`config.mk`:
```
export PLATFORM = sky130hd
export DESIGN_NAME = sysid_verify_ctrl
export DESIGN_NICKNAME = d
export VERILOG_FILES = /design/src/rtl/sysid_verify_ctrl.sv
export SDC_FILE = /design/constraint.sdc
export NUM_CORES = 1
export LEC_CHECK = 0
export CAP_MARGIN = 20
export CORE_UTILIZATION = 50
export DETAILED_ROUTE_END_ITERATION = 8
export PLACE_DENSITY_LB_ADDON = 0.12
export SYNTH_ARGS = -nofsm -noshare
export SYNTH_HDL_FRONTEND = slang
export SYNTH_SLANG_ARGS = --single-unit
```
`constraint.sdc`:
```
create_clock -name clock -period 3.64 [get_ports clock]
set_input_delay 0.728 -clock clock [delete_from_list [all_inputs] [get_ports clock]]
set_output_delay 0.728 -clock clock [all_outputs]
set_load 0.05 [all_outputs]
```
`src/rtl/sysid_verify_ctrl.sv`:
```
// Boot-time system ID check: reads ID and timestamp words over Avalon-MM and compares them with
// build-time constants, retrying on mismatch or stall, then reports pass/fail.
module sysid_verify_ctrl #(
  parameter logic [31:0] EXPECTED_ID    = 32'd0,
  parameter logic [31:0] EXPECTED_TS    = 32'd1490220311,
  parameter int unsigned TIMEOUT_CYCLES = 255,
  parameter int unsigned MAX_RETRIES    = 2,
  parameter bit          AUTO_START     = 1'b1
) (
  input  logic        clock,
  input  logic        reset_n,
  input  logic        start,
  output logic        avm_address,
  output logic        avm_read,
  input  logic        avm_waitrequest,
  input  logic [31:0] avm_readdata,
  output logic        busy,
  output logic        done,
  output logic        pass,
  output logic        timeout_err,
  output logic [31:0] id_value,
  output logic [31:0] ts_value,
  output logic [3:0]  retry_count
);

  localparam int unsigned    WaitW    = $clog2(TIMEOUT_CYCLES + 1);
  localparam logic [WaitW-1:0] WaitLast = WaitW'(TIMEOUT_CYCLES - 1);
  localparam logic [3:0]     RetryMax = 4'(MAX_RETRIES);

  typedef enum logic [2:0] {
    StIdle,
    StRdId,
    StRdTs,
    StCheck,
    StGap,
    StFin
  } state_e;

  state_e           r_state;
  logic [WaitW-1:0] r_wait;
  logic             r_pending;
  logic             r_att_tmo;
  logic             r_addr;
  logic             r_read;
  logic             r_busy;
  logic             r_done;
  logic             r_pass;
  logic             r_tmo;
  logic [31:0]      r_id;
  logic [31:0]      r_ts;
  logic [3:0]       r_retry;
  logic             w_match;
  logic             w_stall_last;

  assign w_match      = (r_id == EXPECTED_ID) && (r_ts == EXPECTED_TS);
  assign w_stall_last = (r_wait == WaitLast);

  always_ff @(posedge clock) begin
    if (!reset_n) begin
      r_state   <= StIdle;
      r_wait    <= '0;
      r_pending <= AUTO_START;
      r_att_tmo <= 1'b0;
      r_addr    <= 1'b0;
      r_read    <= 1'b0;
      r_busy    <= 1'b0;
      r_done    <= 1'b0;
      r_pass    <= 1'b0;
      r_tmo     <= 1'b0;
      r_id      <= '0;
      r_ts      <= '0;
      r_retry   <= '0;
    end else begin
      unique case (r_state)
        StIdle: begin
          if (start || r_pending) begin
            r_pending <= 1'b0;
            r_done    <= 1'b0;
            r_pass    <= 1'b0;
            r_tmo     <= 1'b0;
            r_retry   <= '0;
            r_busy    <= 1'b1;
            r_att_tmo <= 1'b0;
            r_wait    <= '0;
            r_read    <= 1'b1;
            r_addr    <= 1'b0;
            r_state   <= StRdId;
          end
        end
        StRdId: begin
          if (!avm_waitrequest) begin
            r_id    <= avm_readdata;
            r_wait  <= '0;
            r_addr  <= 1'b1;
            r_state <= StRdTs;
          end else if (w_stall_last) begin
            r_tmo     <= 1'b1;
            r_att_tmo <= 1'b1;
            r_read    <= 1'b0;
            r_wait    <= '0;
            r_state   <= StCheck;
          end else begin
            r_wait <= r_wait + WaitW'(1);
          end
        end
        StRdTs: begin
          if (!avm_waitrequest) begin
            r_ts    <= avm_readdata;
            r_wait  <= '0;
            r_read  <= 1'b0;
            r_state <= StCheck;
          end else if (w_stall_last) begin
            r_tmo     <= 1'b1;
            r_att_tmo <= 1'b1;
            r_read    <= 1'b0;
            r_wait    <= '0;
            r_state   <= StCheck;
          end else begin
            r_wait <= r_wait + WaitW'(1);
          end
        end
        StCheck: begin
          // A timed-out attempt never passes, even if stale captured words happen to match.
          if (!r_att_tmo && w_match) begin
            r_pass  <= 1'b1;
            r_done  <= 1'b1;
            r_busy  <= 1'b0;
            r_tmo   <= 1'b0;
            r_state <= StFin;
          end else if (r_retry < RetryMax) begin
            r_retry <= r_retry + 4'd1;
            r_state <= StGap;
          end else begin
            r_pass  <= 1'b0;
            r_done  <= 1'b1;
            r_busy  <= 1'b0;
            r_tmo   <= r_att_tmo;
            r_state <= StFin;
          end
        end
        StGap: begin
          r_att_tmo <= 1'b0;
          r_wait    <= '0;
          r_read    <= 1'b1;
          r_addr    <= 1'b0;
          r_state   <= StRdId;
        end
        StFin: begin
          r_state <= StIdle;
        end
        default: begin
          r_state <= StIdle;
        end
      endcase
    end
  end

  assign avm_address = r_addr;
  assign avm_read    = r_read;
  assign busy        = r_busy;
  assign done        = r_done;
  assign pass        = r_pass;
  assign timeout_err = r_tmo;
  assign id_value    = r_id;
  assign ts_value    = r_ts;
  assign retry_count = r_retry;

endmodule

```
# Word-level counts from Yosys, hierarchy flattened
# Index checks and enable logic that the tools add are counted.
# word_totals
reg_bits	87
out_inout_bits	74
wordCells	90
# op_classes
add_sub_neg	2
order_cmp	1
n_eq_ne	14
n_mux	37
n_bitwise	1
n_reduce_logical	22
# ops
cell	n
32-bit by 31-bit equality test with 1-bit output (second input constant)	1
32-bit logical NOT	1
8-bit two-way mux	3
8-bit case mux with 3 select lines	1
1-bit two-way mux	17
3-bit case mux with 5 select lines	1
3-bit two-way mux	4
4-bit two-way mux	3
2-bit != test (second input constant)	5
1-bit case mux with 3 select lines	3
3-bit AND reduction	3
3-bit nonzero test	3
8-bit by 1-bit adder with 8-bit output (second input constant)	1
8-bit equality test (second input constant)	1
4-bit case mux with 2 select lines	1
2-bit AND reduction	4
4-bit AND reduction	2
3-bit by 2-bit equality test with 1-bit output (second input constant)	2
1-bit case mux with 2 select lines	3
5-bit AND reduction	1
4-bit by 1-bit adder with 4-bit output (second input constant)	1
4-bit by 2-bit < comparator with 1-bit output (second input constant)	1
2-bit by 1-bit != test with 1-bit output (second input constant)	2
1-bit case mux with 4 select lines	1
other kinds (11)	12

# Longest topological paths before layout
# Gate-level depths: netlist of run 1.
# logic_depth
depth_word	5
depth_mapped	7
mapped_depth_nobuf	7

# Worst setup path before layout of run 1
# OpenSTA, ideal clock, no wires.
# synth_timing
path_type	flip-flop to flip-flop
start	register r_ts[22], in the netlist ts_value[22]
end	register r_busy, in the netlist busy
setup_time_ns	0.119
arrival_ns	1.754
required_time_ns	3.521
setup_slack_ns	1.767
path_stages_with_launch	6
path_cell_list	dfxtp_1 > nor4b_1 > nand2_1 > nor4_4 > a21oi_2 > o221a_1
# synth_via
elab_chain_len	5
# synth_rtl
item	line	rtl
start: declaration	50	logic [31:0] r_ts;
start signal: assignment	108	r_ts <= avm_readdata;
32-bit by 31-bit equality test with 1-bit output *	55	assign w_match = (r_id == EXPECTED_ID) && (r_ts == EXPECTED_TS);
1-bit logical AND *	55	
1-bit logical AND *	124	if (!r_att_tmo && w_match) begin
3-bit != test (no line) / 1-bit two-way mux (equally long branches)	n/a	
3-bit AND reduction (no line) / 1-bit case mux with 2 select lines (equally long branches)	n/a	
end signal: assignment	66	r_busy <= 1'b0;
end signal: assignment	127	r_busy <= 1'b0;
end signal: assignment	136	r_busy <= 1'b0;
end: declaration	45	logic r_busy;
# Mark *: on every way between the ends. The rest lies on a longest branch, timed or not.
# A chain may end at the register's enable or synchronous reset.

# Final worst setup path of run 1
# layout_timing
start	input port avm_waitrequest
end	register r_att_tmo
# layout_via
elab_chain_len	2
# layout_rtl
item	line	rtl
start: declaration	15	input logic avm_waitrequest,
2-bit by 1-bit != test with 1-bit output (no line)	n/a	
4-bit AND reduction (no line)	n/a	
end signal: assignment	63	r_att_tmo <= 1'b0;
end signal: assignment	83	r_att_tmo <= 1'b0;
end signal: assignment	98	r_att_tmo <= 1'b1;
end: declaration	42	logic r_att_tmo;
# Every way passes these cells.

==> impl_metrics.yaml, run 1 <==
cts:
  cts_tree: "built"
  cts_buffers: 9
  cts_max_level: 3
  cts_buffer_depth: 2
  cts_root_buffer: "clkbuf_8"
  cts_setup_buffers: 0
  clock-sinks: 87
  holdBufCountCts: 0
  ctsResizeCount: 0
  clk_pin_slew_worst_paths_ps: 80
  clock_latency_ps: 350
flow_run:
  maxCapViolCount: 0
cells_and_area:
  area_delta_synth_final_pct: 38.5
  nNetsFinal: 584
  n_antenna_cell: 0
  final-seq-area_sq_mm: 0.00174
  instances_no_fill: 645
  design_area_sq_mm: 0.00497
  multi_input_area_sq_mm: 0.00172
  fillers: 553
  layout-drive-gt1-share: 0.0710
synth:
  syn-num-nets: 484
  synth_seq_cells: 87
  syn-cell-area_sq_mm: 0.00358
  yosysTopAreaCell: "dfxtp_1"
  ys_warn_count: 0
  netlist-cell-type-count: 53
  synth_flop_cell: "dfxtp_1"
  synthArstFlopShare: 0
  synth_top_cell_area_share: 0.486
  synthCells: 445
  synth.area.top_cells: "dfxtp_1 49%, nand2_1 15%, a21oi_1 9.9%"
  yosysSeqAreaShare: 0.486
  synth-edff-count: 0
  avgSynthCellArea_sq_um: 8.06
setup_path:
  arrival_ps: 2570
  critPathMaxStageDelay_ps: 650
  cp_max_fo: 23
  cp-end-kind: "register"
  path_cells: "clkdlybuf4s50_1 -> or3_1 -> buf_4 -> a41oi_1 -> nor2_1"
  path_class: "input pin to register"
  crit_required_ps: 3870
  start_kind: "input pin"
  critPathSlowestCell: "or3_1"
route:
  dr_total_vias: 3457
  wl_met3_um: 673
  drt-initial-drc-count: 310
  wl_um: 9580
  top_layer_used: "met4"
  postRouteAntennaNets: 0
  drt-met1-wl_um: 4420
  firstDrtPassIters: 4
  dr_wl_met2_um: 4360
  wl_per_cell_um: 14.9
  drc: 0
  viasPerCell: 5.36
timing:
  relSlewSlack: 0.584
  fin_crit_ps: 2340
  grt_setup_unrepaired: "no"
  timing.fmax_mhz: 427
  hold_viol: 0
  worst_pin_slew_ps: 623
  setup-tns-final_ps: 0
  post-route-period-util: 0.643
  setup_viol: 0
  final.setup.worst_slack_ps: 1300
  clock_skew_ps: 11.6
  drv_slew: 0
outcome:
  status: "complete, no violations"
pwr:
  p_sw_frac: 0.291
  p_leak_nw: 1.75
  power_density_mw_per_mm2: 432
  clock_power_share: 0.332
  seqPwrFrac: 0.480
  p_switching_mw: 0.624
  p_comb_frac: 0.188
  ir_worst_vdd_uv: 225
  internal_power_mw: 1.52
placement:
  port_buffers: 109
  post-dp-hpwl_um: 6790
  placed_area_sq_mm: 0.00474
  dpl_worst_slack_ps: 844
  place.gp.congestion: 0.795
  dp.cells: 629
floorplanning:
  fp-row-count: 30
  die_y_um: 86.7
  core_sq_mm: 0.00687
  io_pins: 110
  start_util: 0.522
  die_area_sq_mm: 0.00751
  die_w_um: 86.7
global_routing:
  grt_pass1_vias: 3133
  grt_pass1_wl_um: 15500
  antenna_found_initial: 0
  grt_use_total: 0.265
  grt_max_degree: 35
  globalRouteOverflowTotal: 0
hold_path:
  min_path_type: "register to register"
==> placed cells by master, fill, tap and decap left out, types with 3 or more instances in the layout <==
cell type          n
and3_1             6
ha_1               3
o21ai_0            4
nand4_1            8
or3_1              4
clkbuf_8           9
nand3_1            5
nor3_1             4
nor2_1            16
xnor2_1            3
buf_4              6
nor4b_1            4
clkdlybuf4s50_1  109
inv_1              4
xor2_1             4
a21oi_1           71
dfxtp_1           87
nand2b_1           3
nor4_1             4
nand2_1          144
==> per-stage QoR <==
stage	utilization	hold WS, ps	power (mW)
2_1_floorplan	-	464	1.30
3_3_place_gp	0.690	454	1.45
3_5_place_dp	0.690	460	1.45
4_1_cts	0.721	472	2.16
5_1_grt	0.723	498	2.24
6_report	0.723	472	2.14
==> critical path, delay by kind of cell <==
kind / cells / cell delay [ps]
buffers and inverters: 2 / 910
AOI/OAI and AO/OA: 1 / 220
and+or+nand+nor: 2 / 710
==> final timing paths <==
check	startpoint	cells after the start	endpoint	slack [ps]
setup / recovery	avm_waitrequest	5	r_att_tmo$_SDFFE_PN0P_	1300
hold / removal	id_value[10]$_SDFFE_PN0P_	2	id_value[10]$_SDFFE_PN0P_	470
setup reg to reg	id_value[8]$_SDFFE_PN0P_	5	busy$_SDFFE_PN0P_	1440
hold reg to reg	id_value[10]$_SDFFE_PN0P_	2	id_value[10]$_SDFFE_PN0P_	470
==> registers in the layout (all words and copies together), names as in the netlist, 3 cells and up <==
name / count
id_value: 32
r_state: 3
r_wait: 8
retry_count: 4
ts_value: 32
==> per-layer routing <==
metal | GRT usage | vias to the layer above
li1 | - | 1721
met1 | 0.377 | 1605
met2 | 0.406 | 119
met3 | 0.0467 | 12
met4 | 0.0864 | 0
met5 | 0 | -
==> synth_stat cells, types with 3 or more instances <==
cell / count
nand2_1: 144
dfxtp_1: 87
a21oi_1: 71
clkbuf_1: 19
nor2_1: 16
buf_2: 8
nand4_1: 8
and3_1: 6
nand3_1: 5
nor3_1: 5
inv_1: 4
nor4_1: 4
nor4b_1: 4
o21ai_0: 4
or3_1: 4
xor2_1: 4
ha_1: 3
nand2b_1: 3
xnor2_1: 3
==> logic make-up after synthesis <==
logic type / after synthesis / share of synthesized area
buffers and inverters: 33 / 0.0373
AO/OA/AOI/OAI: 95 / 0.156
multiplexers: 1 / 0.00279
XOR/XNOR: 7 / 0.0171
flip-flops: 87 / 0.486
AND/OR/NAND/NOR: 218 / 0.288
adder cells (fa/ha/maj): 4 / 0.0136
==> cell type report <==
class                      instances  share of cell area
clock inverter                     6              0.0174
inverter                           6             0.00454
timing repair buffer             116               0.232
tap                               96              0.0242
multi-input combinational        325               0.346
clock buffer                       9              0.0249
sequential                        87               0.351
==> power groups by stage <==
stage                     Combinational [mW]  Clock (mW)  Sequential (mW)
after floorplan                        0.145           0             1.15
after global placement                 0.395           0             1.05
after detailed placement               0.400           0             1.05
after CTS                              0.401       0.726             1.03
after global routing                   0.429       0.770             1.04
final                                  0.402       0.712             1.03
No activity file was read; power rests on OpenSTA's default activity.
==> inputs of run 2 (changes only) <==
Settings changed: CORE_UTILIZATION 50 to 47.
Clock period 3.64 ns to 2.35 ns, I/O delays scaled along.
==> run 2 against run 1 <==
  * Wire length up 2.7%
  * Combinational power up 56%
  * First-iteration DRC count down 44%
  * Clock skew up 4.0 ps
  * Worst setup slack worse by 1100 ps
  * Cell count up 0.78%
  * Sequential share of layout area down 0.18 points
  * Register-to-register slack worse by 1300 ps
  * Global-route usage down 1.2 points
  * Critical path type is now register to register
  * Critical endpoint is now busy$_SDFFE_PN0P_
==> impl_metrics.yaml, run 2 (same netlist as run 1, synthesis figures left out) <==
timing:
  relSlewSlack: 0.564
  grt_setup_unrepaired: "no"
  setup-tns-final_ps: 0
  fin_crit_ps: 2180
  clock_skew_ps: 15.6
  worst_pin_slew_ps: 653
  timing.fmax_mhz: 459
  hold_viol: 0
  setup_viol: 0
  drv_slew: 0
  post-route-period-util: 0.928
global_routing:
  grt_pass1_wl_um: 15200
  globalRouteOverflowTotal: 0
  grt_pass1_vias: 3045
  antenna_found_initial: 0
  grt_use_total: 0.253
  grt_max_degree: 41
cells_and_area:
  area_delta_synth_final_pct: 39.2
  design_area_sq_mm: 0.00499
  layout-drive-gt1-share: 0.0744
  nNetsFinal: 585
  fillers: 604
  multi_input_area_sq_mm: 0.00172
  layout_commonest_cell: "nand2_1"
  layout_common_cells: "144 x nand2_1, 109 x clkdlybuf4s50_1, 87 x dfxtp_1"
  final-seq-area_sq_mm: 0.00174
  n_antenna_cell: 0
floorplanning:
  die_area_sq_mm: 0.00798
  start_util: 0.489
  core_sq_mm: 0.00733
  die_w_um: 89.3
  die_y_um: 89.3
  fp-row-count: 31
  io_pins: 110
pwr:
  p_leak_nw: 1.76
  p_sw_frac: 0.303
  p_comb_frac: 0.191
  internal_power_mw: 2.30
  seqPwrFrac: 0.485
  power_density_mw_per_mm2: 660
  ir_worst_vdd_uv: 440
  clock_power_share: 0.324
  p_switching_mw: 0.997
setup_path:
  crit_required_ps: 2600
  cp_max_fo: 8
  path_class: "register to register"
  regToRegSetupSlack_ps: 170
  r2r_end: "busy$_SDFFE_PN0P_"
  crit_path_end: "busy$_SDFFE_PN0P_"
  start_kind: "register"
  rr_worst_depth: 5
  critical_path.startpoint: "id_value[8]$_SDFFE_PN0P_"
  r2r_start: "id_value[8]$_SDFFE_PN0P_"
  cp-end-kind: "register"
  arrival_ps: 2430
cts:
  cts_buffers: 9
  cts_root_buffer: "clkbuf_8"
  cts_tree: "built"
  clock_latency_ps: 360
  cts_buffer_depth: 2
  clock-sinks: 87
  holdBufCountCts: 0
  ctsResizeCount: 0
  clk_pin_slew_worst_paths_ps: 100
  cts_max_level: 3
  cts_setup_buffers: 0
route:
  dr_total_vias: 3444
  wl_um: 9850
  postRouteAntennaNets: 0
  wl_per_cell_um: 15.1
  drc: 0
  viasPerCell: 5.30
  firstDrtPassIters: 5
  drt-initial-drc-count: 174
placement:
  port_buffers: 109
  place.gp.congestion: 0.890
  post-dp-hpwl_um: 6810
  placed_area_sq_mm: 0.00478
hold_path:
  min_path_type: "register to register"
  hold_start: "id_value[31]$_SDFFE_PN0P_"
flow_run:
  maxCapViolCount: 0
outcome:
  status: "complete, no violations"
run 2: per-stage QoR:
stage | setup WS (ps) | total power, mW | hold WS (ps) | cells | utilization
floorplan | 477 | 2.01 | 464 | 445 | -
global placement | 256 | 2.25 | 453 | 634 | 0.653
detailed placement | 241 | 2.26 | 458 | 634 | 0.653
CTS | 218 | 3.32 | 470 | 650 | 0.681
global route | 99.1 | 3.43 | 496 | 650 | 0.681
finish | 169 | 3.30 | 469 | 650 | 0.681
run 2: how the worst min path moves through the flow:
stage	end	slack, ps	depth (start not counted)
after CTS	id_value[31]$_SDFFE_PN0P_	470	2
final	id_value[31]$_SDFFE_PN0P_	470	2
after global placement	id_value[31]$_SDFFE_PN0P_	450	2
after detailed placement	id_value[31]$_SDFFE_PN0P_	460	2
after global routing	ts_value[5]$_SDFFE_PN0P_	500	2
after floorplan	r_att_tmo$_SDFFE_PN0P_	460	2
run 2: area by class of cell:
| type | instances | share of cell area |
|---|---|---|
| sequential | 87 | 0.349 |
| clock inverter | 6 | 0.0138 |
| clock buffer | 10 | 0.0276 |
| timing repair buffer | 117 | 0.236 |
| tap | 99 | 0.0248 |
| multi-input combinational | 325 | 0.345 |
| inverter | 6 | 0.00451 |
run 2: metal layers:
| metal | vias up | track usage | part of all wire |
|---|---|---|---|
| met2 | 118 | 0.368 | 0.45 |
| met3 | 19 | 0.0545 | 0.065 |
| met1 | 1589 | 0.354 | 0.46 |
| li1 | 1718 | - | - |
| met5 | - | 0 | 0 |
| met4 | 0 | 0.123 | 0.026 |
run 2: power by group through the flow:
stage / sequential [mW] / combinational (mW) / clock [mW]
after global placement: 1.63 / 0.621 / 0
after floorplan: 1.79 / 0.225 / 0
after detailed placement: 1.63 / 0.628 / 0
after global routing: 1.61 / 0.672 / 1.15
after CTS: 1.60 / 0.631 / 1.09
final: 1.60 / 0.629 / 1.07
run 2: critical path: stages (launching register included):
cell and delay (ps):
dfxtp_1 340, nor4_1 520, nand4_1 230, nor4_4 620, a21oi_2 130, o221a_1 240
==> RTL change 1 (config.mk and constraints of run 2) <==
Reset style: asynchronous (`reset_n`), changed in one clocked block.
--- a/src/rtl/sysid_verify_ctrl.sv
+++ b/src/rtl/sysid_verify_ctrl.sv
@@ -55,7 +55,7 @@
   assign w_match      = (r_id == EXPECTED_ID) && (r_ts == EXPECTED_TS);
   assign w_stall_last = (r_wait == WaitLast);
 
-  always_ff @(posedge clock) begin
+  always_ff @(posedge clock or negedge reset_n) begin
     if (!reset_n) begin
       r_state   <= StIdle;
       r_wait    <= '0;
Behaviour: differs if reset_n is asserted again (counterexample within 4 cycles, from zero or initial values and one cycle with reset_n low); with reset_n held inactive, the same outputs for 10 cycles.
==> RTL change 1 against run 2 <==
Die area up 4.2%; design area rose by 5.4%; wire length is 13% lower; hold slack got worse by 0.41 ns; area after synthesis increased by 4.3%; global-route usage decreased by 3.4 points; sequential share of layout area up 6.5 points; setup slack lost 0.036 ns; sequential cell count unchanged; largest cell class unchanged.
Power is left out: the tool's default activity adds up to more than one toggle a clock period on the data nets, which glitch-free logic cannot reach.
==> RTL change 1: results (changes against run 2) <==
Status
  – Status: finished clean

Logic synthesis
  – Synth warn: 0 (unchanged)
  – Avg Inst Size Synth: 12.8 sq um (+58%)
  – Commonest cells post-synth: dfrtp_1, mux2_2, nand2_1, nor2_1, o21ai_0
  – Post-synth cell types: 40 (-25%)
  – Sequential share of the synthesized area: 0.583 (+0.0968)
  – Post-synth ARST share: 1.00 (+1.00)
  – Syn nets: 332 (-31%)
  – Area contributors post-synth: dfrtp_1, mux2_2, nand2_1

Flow run
  – Maximum capacitance violations: 0 (unchanged)

Route
  – 1st-pass router iterations: 4 (-1)
  – Wirelength per Cell: 16.5 um (+8.9%)
  – Wire length on met2: 4180 um (-5.2%)
  – Avg Vias per Cell: 5.24 (-1.0%)
  – Initial drt markers: 82 (-53%)
  – M1 wire length: 3680 um (-19%)
  – DR WL met3: 508 um (-21%)
  – Top sig layer: met4

GRT
  – GR Util All Layers: 0.219 (-0.0342)
  – Initial antenna violation count: 0 (unchanged)
  – Vias in the first global route: 2,818 (-7.5%)
  – Largest net degree at the start of global routing: 40 (-2.4%)
  – Global-route wire length before repair: 14,200 um (-6.6%)

Clocking
  – Root Driver: clkbuf_8
  – Number of buffers created by CTS: 9 (unchanged)
  – Clk Latency, worst-skew pair: around 0.35 ns
  – Clk slew on worst S/H paths: about 0.090 ns
  – Setup Buffers After CTS: 0 (unchanged)
  – Clock Tree Buf Depth: 2 (unchanged)
  – H-tree depth: 3 (unchanged)

Hold path
  – Hold crit path type: in2async

Critical path
  – Worst Path Arrival: 2.45 ns (+0.02 ns)
  – Crit path max-delay cell type: dfrtp_1
  – CP max stage delay: 0.41 ns (-0.21 ns)
  – Critical path peak fanout: 3 (-5)

Placed design
  – Post-placement cell count: 501 (-21%)
  – HPWL Detailed: 6130 um (-10%)
  – Place WS: -0.103 ns (-0.344 ns)
  – Placer Congestion: 0.814 (-8.5%)
  – PortBufs: 109 (unchanged)
  – Placed cell area: 5020 sq um (+4.8%)

Final layout
  – # diodes: 0 (unchanged)
  – Share of cells above drive strength 1: 0.243 (+0.169)
  – Nets: 449 (-23%)
  – Final cell count without fillers: 517 (-20%)

Timing
  – Final-report setup violation count: 0 (unchanged)
  – Worst-margin pin slew: 0.545 ns (-0.107 ns)
  – Worst Skew: 0.0109 ns (-0.00464 ns)
==> RTL change 1: final timing paths <==
path | startpoint | to | slack, ns | cells past startpoint
worst max-delay path | ts_value[26] | timeout_err | 0.13 | 6
worst min-delay path | reset_n | done | 0.06 | 1
worst max register to register | ts_value[26] | timeout_err | 0.13 | 6
worst min register to register | r_wait[7] | r_wait[7] | 0.48 | 1
max in group asynchronous | reset_n | ts_value[31] | 1.70 | 2
min in group clock | r_wait[7] | r_wait[7] | 0.48 | 1
==> RTL change 1: area by class of cell <==
type	instances	area, sq um
clock buffers	10	138
clock inverters	6	67.6
fillers	582	2460
inverters	7	26.3
multi-input cells	187	1530
flip-flops and latches	87	2180
well taps	102	128
repair buffers	118	1190
==> RTL change 1: kinds of logic (layout without fill, tap and decap cells) <==
| kind of cell | Yosys count | in the layout | share of synthesized area |
|---|---|---|---|
| compound gates | 34 | 34 | 0.0592 |
| fa+ha+maj | 3 | 3 | 0.0100 |
| buf+inv | 19 | 141 | 0.0224 |
| flops | 87 | 87 | 0.583 |
| mux | 65 | 65 | 0.196 |
| simple gates | 85 | 85 | 0.130 |
==> RTL change 1: layer usage <==
metal  GRT usage  vias up
met3      0.0536       13
met1       0.287     1339
met5           0        -
met2       0.354       73
met4      0.0780        0
li1            -     1286
==> RTL change 1: repair_timing <==
action	CTS	global route
setup endpoints to repair	1	1
resized for setup	1	5
pin swaps	0	1
endpoints found under the hold margin	0	0
==> RTL change 1: worst max-delay path, delay by kind of cell, from the launching register on <==
kind	cells	cell delay, ns
flip-flops	1	0.41
AND/OR/NAND/NOR	4	1.09
AO/OA/AOI/OAI	1	0.26
multiplexers	1	0.34
==> RTL change 2 (flow settings as in run 2) <==
Without the edit above. Set the parameter `AUTO_START` to 1'b0 (it was 1'b1).
--- a/src/rtl/sysid_verify_ctrl.sv
+++ b/src/rtl/sysid_verify_ctrl.sv
@@ -5,7 +5,7 @@
   parameter logic [31:0] EXPECTED_TS    = 32'd1490220311,
   parameter int unsigned TIMEOUT_CYCLES = 255,
   parameter int unsigned MAX_RETRIES    = 2,
-  parameter bit          AUTO_START     = 1'b1
+  parameter bit          AUTO_START     = 1'b0
 ) (
   input  logic        clock,
   input  logic        reset_n,
Behaviour: not the same (Yosys sat finds a counterexample within 4 cycles, from zero or initial values and one cycle with reset_n low).
==> RTL change 2 against run 2 <==
Synthesized cell count down 3.6%; sequential cell count down 1; hold slack worse by 0.0086 ns; design area shrank 2.4%; setup slack better by 0.075 ns; wire length down 3.2%; power decreased by 2.9%; via count fell by 2.7%; area after synthesis fell by 2.8%; critical endpoint is now id_value[10]; largest cell class unchanged; largest power group unchanged.
==> RTL change 2: results (changes against run 2) <==
Critical path
  – Crit path max-delay cell type: clkdlybuf4s50_1
  – FF-to-FF path depth: 6 (+1)
  – Top Family by Delay on Critical Path: buffers and inverters
  – Worst Path Arrival: 1.64 ns (-0.79 ns)
  – Critical path peak fanout: 3 (-5)
  – Worst R2R Setup Slack: 0.28 ns (+0.11 ns)

GRT
  – Global Route met2 Usage: 0.432 (+0.0635)
  – GR Util All Layers: 0.254 (+0.000803)
  – Largest net degree at the start of global routing: 69 (+68%)
  – Met1 usage: 0.302 (-0.0519)
  – Vias in the first global route: 3,139 (+3.1%)
  – M3 GR Usage: 0.0707 (+0.0162)

Placed design
  – Placer Congestion: 0.859 (-3.5%)
  – HPWL Detailed: 6690 um (-1.8%)
  – Post-placement cell count: 622 (-1.9%)

Route
  – Avg Vias per Cell: 5.26 (-0.74%)
  – M1 wire length: 4010 um (-12%)
  – Wire length on met2: 4680 um (+6.3%)
  – Routed WL: 9530 um (-3.2%)
  – Wirelength per Cell: 15.0 um (-1.2%)
  – 1st-pass router iterations: 4 (-1)

Power
  – Seq pwr share: 0.492 (+0.007)
  – Switching power total: 936 uW (-6.1%)
  – Worst vdd ir: 0.000309 V (-30%)
  – Clk. pwr: 1.01 mW (-6%)
  – Pleak: 1.71 nW (-2.9%)

Logic synthesis
  – Multiplexer share of the synthesized area: 0.00323 (+0.000440)
  – Sequential share of the synthesized area: 0.494 (+0.00839)
  – Commonest cells post-synth: nand2_1, dfxtp_1, a21oi_1, nor2_1, clkbuf_1
  – Syn nets: 468 (-3.3%)
  – Post-synth cell types: 48 (-9.4%)

Final layout
  – Nets: 573 (-2.1%)

Clocking
  – Clk slew on worst S/H paths: 0.08 ns (-0.02 ns)

Timing
  – Worst-margin pin slew: 0.579 ns (-0.0735 ns)
  – Worst Skew: 0.0110 ns (-0.00460 ns)

Status
  – Status: finished clean
==> RTL change 2: changes by cell type after synthesis, sizes merged, moves of 3 or more <==
cell and delta:
nor2 +6, nand2 -4, a21boi +3, a21oi -3
inv -3, nor3 -3
==> RTL change 2: final timing paths <==
check	startpoint	endpoint
min	done	done
max	id_value[10]	id_value[10]
min reg2reg	done	done
max reg2reg	ts_value[6]	busy
==> RTL change 2: cell type report <==
type,count,area (sq um),area share
sequential,86,1720,0.353
clock buffer,11,141,0.0290
tap,99,124,0.0254
timing repair buffer,121,1190,0.245
clock inverter,4,47.5,0.00976
multi-input combinational,313,1630,0.335
inverter,3,11.3,0.00231
==> RTL change 2: stage by stage <==
| step | instance area (sq um) | power [mW] |
|---|---|---|
| floorplan | 3480 | 1.99 |
| global placement | 4680 | 2.21 |
| detailed placement | 4680 | 2.22 |
| CTS | 4870 | 3.21 |
| global route | 4870 | 3.33 |
| finish | 4870 | 3.20 |
